## src/rtl/iobuf_packer.sv

```systemverilog
// rtl/iobuf_packer.sv - serial-to-row packer feeding 8 lanes; IOBUF_PACKER_SKEW_EN enables diagonal SEL_PERMR
module iobuf_packer #(
  parameter int DW   = 64,
  parameter int ROWS = 8
) (
  input  logic          CLK,
  input  logic          RST,
  input  logic          IN_VALID,
  output logic          IN_READY,
  input  logic [DW-1:0] IN_DATA,
  output logic          ROW_VALID,
  input  logic          ROW_READY,
  output logic [DW-1:0] D0_IOBUF,
  output logic [DW-1:0] D1_IOBUF,
  output logic [DW-1:0] D2_IOBUF,
  output logic [DW-1:0] D3_IOBUF,
  output logic [DW-1:0] D4_IOBUF,
  output logic [DW-1:0] D5_IOBUF,
  output logic [DW-1:0] D6_IOBUF,
  output logic [DW-1:0] D7_IOBUF,
  output logic [2:0]    SEL_PERMR,
  output logic          ROW_LAST,
  output logic          FRAME_DONE
);

  localparam int RW = (ROWS > 1) ? $clog2(ROWS) : 1;
  localparam logic [RW-1:0] ROW_MAX = RW'(ROWS - 1);

  logic [2:0]    lane_cnt;
  logic [RW-1:0] row_cnt;
  logic          pend;
  logic [DW-1:0] fill [8];
  logic [DW-1:0] outq [8];

  logic accept, consume, complete, load_new, load_pend, transfer;

  // A held (pending) row blocks input until it moves to the output register.
  assign IN_READY  = !pend && !RST;
  assign accept    = IN_VALID && IN_READY;
  assign consume   = ROW_VALID && ROW_READY;
  assign complete  = accept && (lane_cnt == 3'd7);
  assign load_new  = complete && (!ROW_VALID || consume);
  assign load_pend = pend && consume;
  assign transfer  = load_new || load_pend;

  assign D0_IOBUF = outq[0];
  assign D1_IOBUF = outq[1];
  assign D2_IOBUF = outq[2];
  assign D3_IOBUF = outq[3];
  assign D4_IOBUF = outq[4];
  assign D5_IOBUF = outq[5];
  assign D6_IOBUF = outq[6];
  assign D7_IOBUF = outq[7];

  // Fill buffer: written lane by lane, deliberately left unreset.
  always_ff @(posedge CLK) begin
    if (accept) begin
      fill[lane_cnt] <= IN_DATA;
    end
  end

  // Output row register: lane 7 bypasses the fill buffer on a direct load.
  always_ff @(posedge CLK) begin
    if (RST) begin
      for (int i = 0; i < 8; i++) outq[i] <= '0;
    end else if (load_new) begin
      for (int i = 0; i < 7; i++) outq[i] <= fill[i];
      outq[7] <= IN_DATA;
    end else if (load_pend) begin
      for (int i = 0; i < 8; i++) outq[i] <= fill[i];
    end
  end

  // Lane/row counters, pending flag and row handshake state.
  always_ff @(posedge CLK) begin
    if (RST) begin
      lane_cnt   <= 3'd0;
      row_cnt    <= '0;
      pend       <= 1'b0;
      ROW_VALID  <= 1'b0;
      ROW_LAST   <= 1'b0;
      FRAME_DONE <= 1'b0;
    end else begin
      if (accept) begin
        lane_cnt <= lane_cnt + 3'd1;
      end
      if (complete && !load_new) begin
        pend <= 1'b1;
      end else if (load_pend) begin
        pend <= 1'b0;
      end
      if (transfer) begin
        row_cnt   <= (row_cnt == ROW_MAX) ? '0 : row_cnt + 1'b1;
        ROW_LAST  <= (row_cnt == ROW_MAX);
        ROW_VALID <= 1'b1;
      end else if (consume) begin
        ROW_VALID <= 1'b0;
      end
      FRAME_DONE <= consume && ROW_LAST;
    end
  end

`ifdef IOBUF_PACKER_SKEW_EN
  logic [2:0] row_sel;

  if (RW >= 3) begin : g_sel_wide
    assign row_sel = row_cnt[2:0];
  end else begin : g_sel_narrow
    assign row_sel = {{(3 - RW){1'b0}}, row_cnt};
  end

  // Rotation select travels with the row: row counter modulo 8.
  always_ff @(posedge CLK) begin
    if (RST) begin
      SEL_PERMR <= 3'd0;
    end else if (transfer) begin
      SEL_PERMR <= row_sel;
    end
  end
`else
  assign SEL_PERMR = 3'd0;
`endif

endmodule

```

## config.mk

```make
export PLATFORM = sky130hd
export DESIGN_NAME = iobuf_packer
export DESIGN_NICKNAME = d
export VERILOG_FILES = /design/src/rtl/iobuf_packer.sv
export SDC_FILE = /design/constraint.sdc
export NUM_CORES = 1
export LEC_CHECK = 0
export ABC_AREA = 1
export BUFFER_PORTS_ARGS = -buffer_cell sky130_fd_sc_hd__buf_4
export CAP_MARGIN = 20
export CORE_ASPECT_RATIO = 0.75
export CORE_MARGIN = 3
export CORE_UTILIZATION = 30
export CTS_BUF_LIST = sky130_fd_sc_hd__clkbuf_16
export DETAILED_ROUTE_END_ITERATION = 8
export PLACE_DENSITY = 0.47
export SYNTH_ARGS = -nofsm -noshare
export SYNTH_HDL_FRONTEND = slang
export SYNTH_SLANG_ARGS = --single-unit
export TNS_END_PERCENT = 1
```

## constraint.sdc

```tcl
create_clock -name CLK -period 11.62 [get_ports CLK]
set_input_delay 0.581 -clock CLK [delete_from_list [all_inputs] [get_ports CLK]]
set_output_delay 0.581 -clock CLK [all_outputs]
set_load 0.01 [all_outputs]
```

==> summary.txt <==
Timing
  • Final Critical Period: about 3.7 ns
  • Minimum hold slack: about 0.15 ns
  • Final clock skew: between 0.04 and 0.05 ns
  • Headroom to the max-slew limit: 0.178
  • Total setup violations reported at the end of the flow: 0
  • Final Cycle Share: 0.322
  • Highest clock rate: about 270 MHz
  • Setup Total Neg Slack: 0 ns
  • Slew at the pin closest to its max-slew limit: about 1.2 ns
  • Pins Over Slew Limit: 0
  • Unrepaired setup endpoints after global routing: no
  • Final Hold Fails: 0

CTS
  • Maximum number of buffers from clock root to sink: 3
  • Post-cts sizing count: 0
  • Library cell used as clock root buffer: sky130_fd_sc_hd__clkbuf_16
  • Clock input transition at the sequential cells of the worst setup and hold paths: about 0.070 ns
  • Number of buffers created by CTS: a little over 100
  • # Post-CTS Setup Buffers: 0
  • Clock tree from TritonCTS: built
  • Number of H-tree levels: 3
  • Worst skew pair latency: 0.69 ns
  • Clock sink count: 1,034
  • Number of buffers inserted for hold repair after clock tree synthesis: 0

Setup path
  • Worst R2R Path Depth: 7
  • Capturing element type of the critical path: register
  • Startpoint of the most critical setup path: lane_cnt[0]
  • Maximum fanout encountered on the critical timing path: 80
  • Worst reg2reg path endpoint: outq[0][120]
  • Path type of the worst setup path: reg -> reg
  • Crit path required time: roughly 12 ns
  • R2r setup slk: 7.88 ns
  • R2R Path Start: lane_cnt[0]
  • Timing endpoint of the critical path: outq[0][120]
  • Startpoint Class: register
  • Critical path data arrival time: around 4.1 ns

Yosys
  • Synth unique cells: 23
  • Netlist area before placement: between 30,000 and 40,000 um^2
  • Cell count after synthesis: 1,908
  • Most instantiated library cell after synthesis: sky130_fd_sc_hd__edfxtp_1
  • Share of the synthesized area in the top cell type: 0.855
  • FF+latch count, synth: a little over 1,000
  • Share of synthesized registers carrying an async set or reset: 0
  • EDFF count, synth: 1,024
  • Cell types with the largest area share after synthesis: sky130_fd_sc_hd__edfxtp_1 85%, sky130_fd_sc_hd__a21boi_0 7.0%, sky130_fd_sc_hd__inv_1 1.4%
  • Per-instance average area after synthesis: between 15 and 20 um^2
  • Cell taking the most area after synthesis: sky130_fd_sc_hd__edfxtp_1
  • Most instantiated cells after synthesis: 1,024 x sky130_fd_sc_hd__edfxtp_1, 336 x sky130_fd_sc_hd__a21boi_0, 133 x sky130_fd_sc_hd__inv_1, 86 x sky130_fd_sc_hd__buf_2, 86 x sky130_fd_sc_hd__nand2_1
  • Post-synth top flop: sky130_fd_sc_hd__edfxtp_1
  • Synth warn: 0
  • Sequential element share of the synthesized area: 0.861

Worst hold path
  • Kind of path behind the tightest hold check: in -> reg

GRT
  • Final global-route overflow total: 0
  • Largest net degree at the start of global routing: 216
  • Global-route usage over all layers: 0.153
  • Via count of the first global-routing pass: 18,900
  • Wire length of the first global-routing pass: 138,000 um
  • Number of antenna violations at the first check in global routing: 2

Routing
  • Post-detailed-route wirelength per cell: 23.3 um
  • Average via count per standard cell: 4.44
  • # DRC: 0
  • Wire length after detailed routing: about 97,000 um
  • Pre-antenna DRT Iters: 5
  • Via count: about 18,000
  • Post-route ant nets: 0
  • Number of violations reported at the end of detailed-routing iteration 0: ~1,200

Die
  • Height of the die: 306 um
  • Area of the placeable core: 118,000 um^2
  • Die Outline Area: ~120,000 um^2
  • Die boundary width: just over 400 um
  • Row Count: approximately 110
  • Effective utilization at floorplan: 0.304
  • Io pins: a little under 600

Placement
  • Number of instances in the placed design: 3,968
  • Routability congestion estimate from global placement: ~0.76
  • Detailed placement HPWL: a little under 60,000 um
  • Total cell area at the placement stage: 42,100 um^2
  • I/O Buffers: between 500 and 600

Finish
  • Final Net Count: between 2,000 and 3,000
  • P&R area growth vs syn: 26.9%
  • Final Non-Filler Cells: 4,165
  • Final instance area: 45,600 um^2
  • Layout cells sized above 1: 0.300
  • Filler Cell Count: ~11,000

Run
  • Max-cap violation count: 0

Pwr
  • Pwr dens: about 170 nW/um^2
  • Design Power: roughly 7900 uW
  • Worst VDD drop: approximately 0.11 mV
  • Leakage: about 0.017 uW

Outcome
  • Status: finished, final reports clean
-- flip-flops by register name (all words and copies together), names as in the netlist --
register and cells:
ROW_VALID 1, pend 1, lane_cnt 3, FRAME_DONE 1, row_cnt 3, ROW_LAST 1
outq 512, fill 512
-- worst min path at each step --
stage / start / slack [ns] / end / cells past startpoint
finish: IN_DATA[26] / 0.15 / fill[5][26] / 1
global route: IN_DATA[10] / 0.11 / fill[2][10] / 1
CTS: IN_DATA[59] / 0.09 / fill[1][59] / 1
detailed placement: row_cnt[2] / 0.47 / row_cnt[2] / 2
global placement: row_cnt[1] / 0.46 / row_cnt[1] / 2
floorplan: row_cnt[1] / 0.45 / row_cnt[1] / 2
-- placed cells by master, fill, tap and decap left out, types with 3 or more instances in the layout --
cell type,n
sky130_fd_sc_hd__clkinv_2,21
sky130_fd_sc_hd__bufinv_16,11
sky130_fd_sc_hd__o21ai_0,67
sky130_fd_sc_hd__nor2_1,66
sky130_fd_sc_hd__a21boi_1,48
sky130_fd_sc_hd__ha_1,4
sky130_fd_sc_hd__buf_12,3
sky130_fd_sc_hd__clkinv_1,28
sky130_fd_sc_hd__nand2_4,3
sky130_fd_sc_hd__a21boi_0,336
sky130_fd_sc_hd__conb_1,3
sky130_fd_sc_hd__clkbuf_16,104
sky130_fd_sc_hd__clkinv_16,4
sky130_fd_sc_hd__dfxtp_1,10
sky130_fd_sc_hd__nor2_4,7
sky130_fd_sc_hd__nand3_1,5
sky130_fd_sc_hd__buf_4,610
sky130_fd_sc_hd__inv_6,5
sky130_fd_sc_hd__a21oi_1,4
sky130_fd_sc_hd__edfxtp_1,1024
sky130_fd_sc_hd__buf_16,4
sky130_fd_sc_hd__nand2_1,83
sky130_fd_sc_hd__inv_1,147
-- worst max-delay path, stage by stage, from the launching register on --
cell and delay (ns):
sky130_fd_sc_hd__dfxtp_1 0.38, sky130_fd_sc_hd__ha_1 0.16, sky130_fd_sc_hd__ha_1 0.23, sky130_fd_sc_hd__nand4_4 0.17, sky130_fd_sc_hd__buf_4 0.40, sky130_fd_sc_hd__nand2_4 0.53
sky130_fd_sc_hd__buf_4 0.75, sky130_fd_sc_hd__buf_4 0.61
-- power breakdown --
| part | internal, uW | total, uW | switching, uW | leakage, uW |
|---|---|---|---|---|
| sequential | 4200 | 4240 | 40.9 | 0.00998 |
| clock | 1880 | 3330 | 1450 | 0.00171 |
| combinational | 115 | 314 | 199 | 0.00525 |
| total | 6190 | 7890 | 1690 | 0.0169 |
-- cell type report --
class / count / area (um^2) / area share
Multi-Input combinational cell: 632 / 4070 / 0.0893
Sequential cell: 1034 / 30900 / 0.678
Tap cell: 1554 / 1940 / 0.0426
Clock inverter: 87 / 790 / 0.0173
Antenna cell: 2 / 5.00 / 0.000110
Inverter: 135 / 509 / 0.0112
Clock buffer: 104 / 2600 / 0.0570
Timing Repair Buffer: 617 / 4750 / 0.104
-- metal layers --
| metal | routed length (um) | track usage | vias up |
|---|---|---|---|
| met2 | 45100 | 0.238 | 558 |
| met1 | 42900 | 0.208 | 9476 |
| li1 | - | - | 8348 |
| met5 | 0 | 0 | - |
| met4 | 1900 | 0.0396 | 0 |
| met3 | 7000 | 0.0461 | 110 |
-- metrics by stage --
step / utilization / setup slack (ns)
after floorplan: - / 5.53
after global placement: 0.355 / 7.64
after detailed placement: 0.356 / 7.63
after CTS: 0.384 / 7.75
after global routing: 0.385 / 7.56
final: 0.385 / 7.88
-- logic make-up (layout without fill, tap and decap cells) --
kind of cell / Yosys count / after routing / share of synthesized area
flops: 1034 / 1034 / 0.861
other cells: 1 / 5 / 0.000104
fa+ha+maj: 4 / 4 / 0.00139
buf+inv: 244 / 943 / 0.0288
simple gates: 169 / 169 / 0.0189
compound gates: 456 / 456 / 0.0902
No activity file was read; power rests on OpenSTA's default activity.
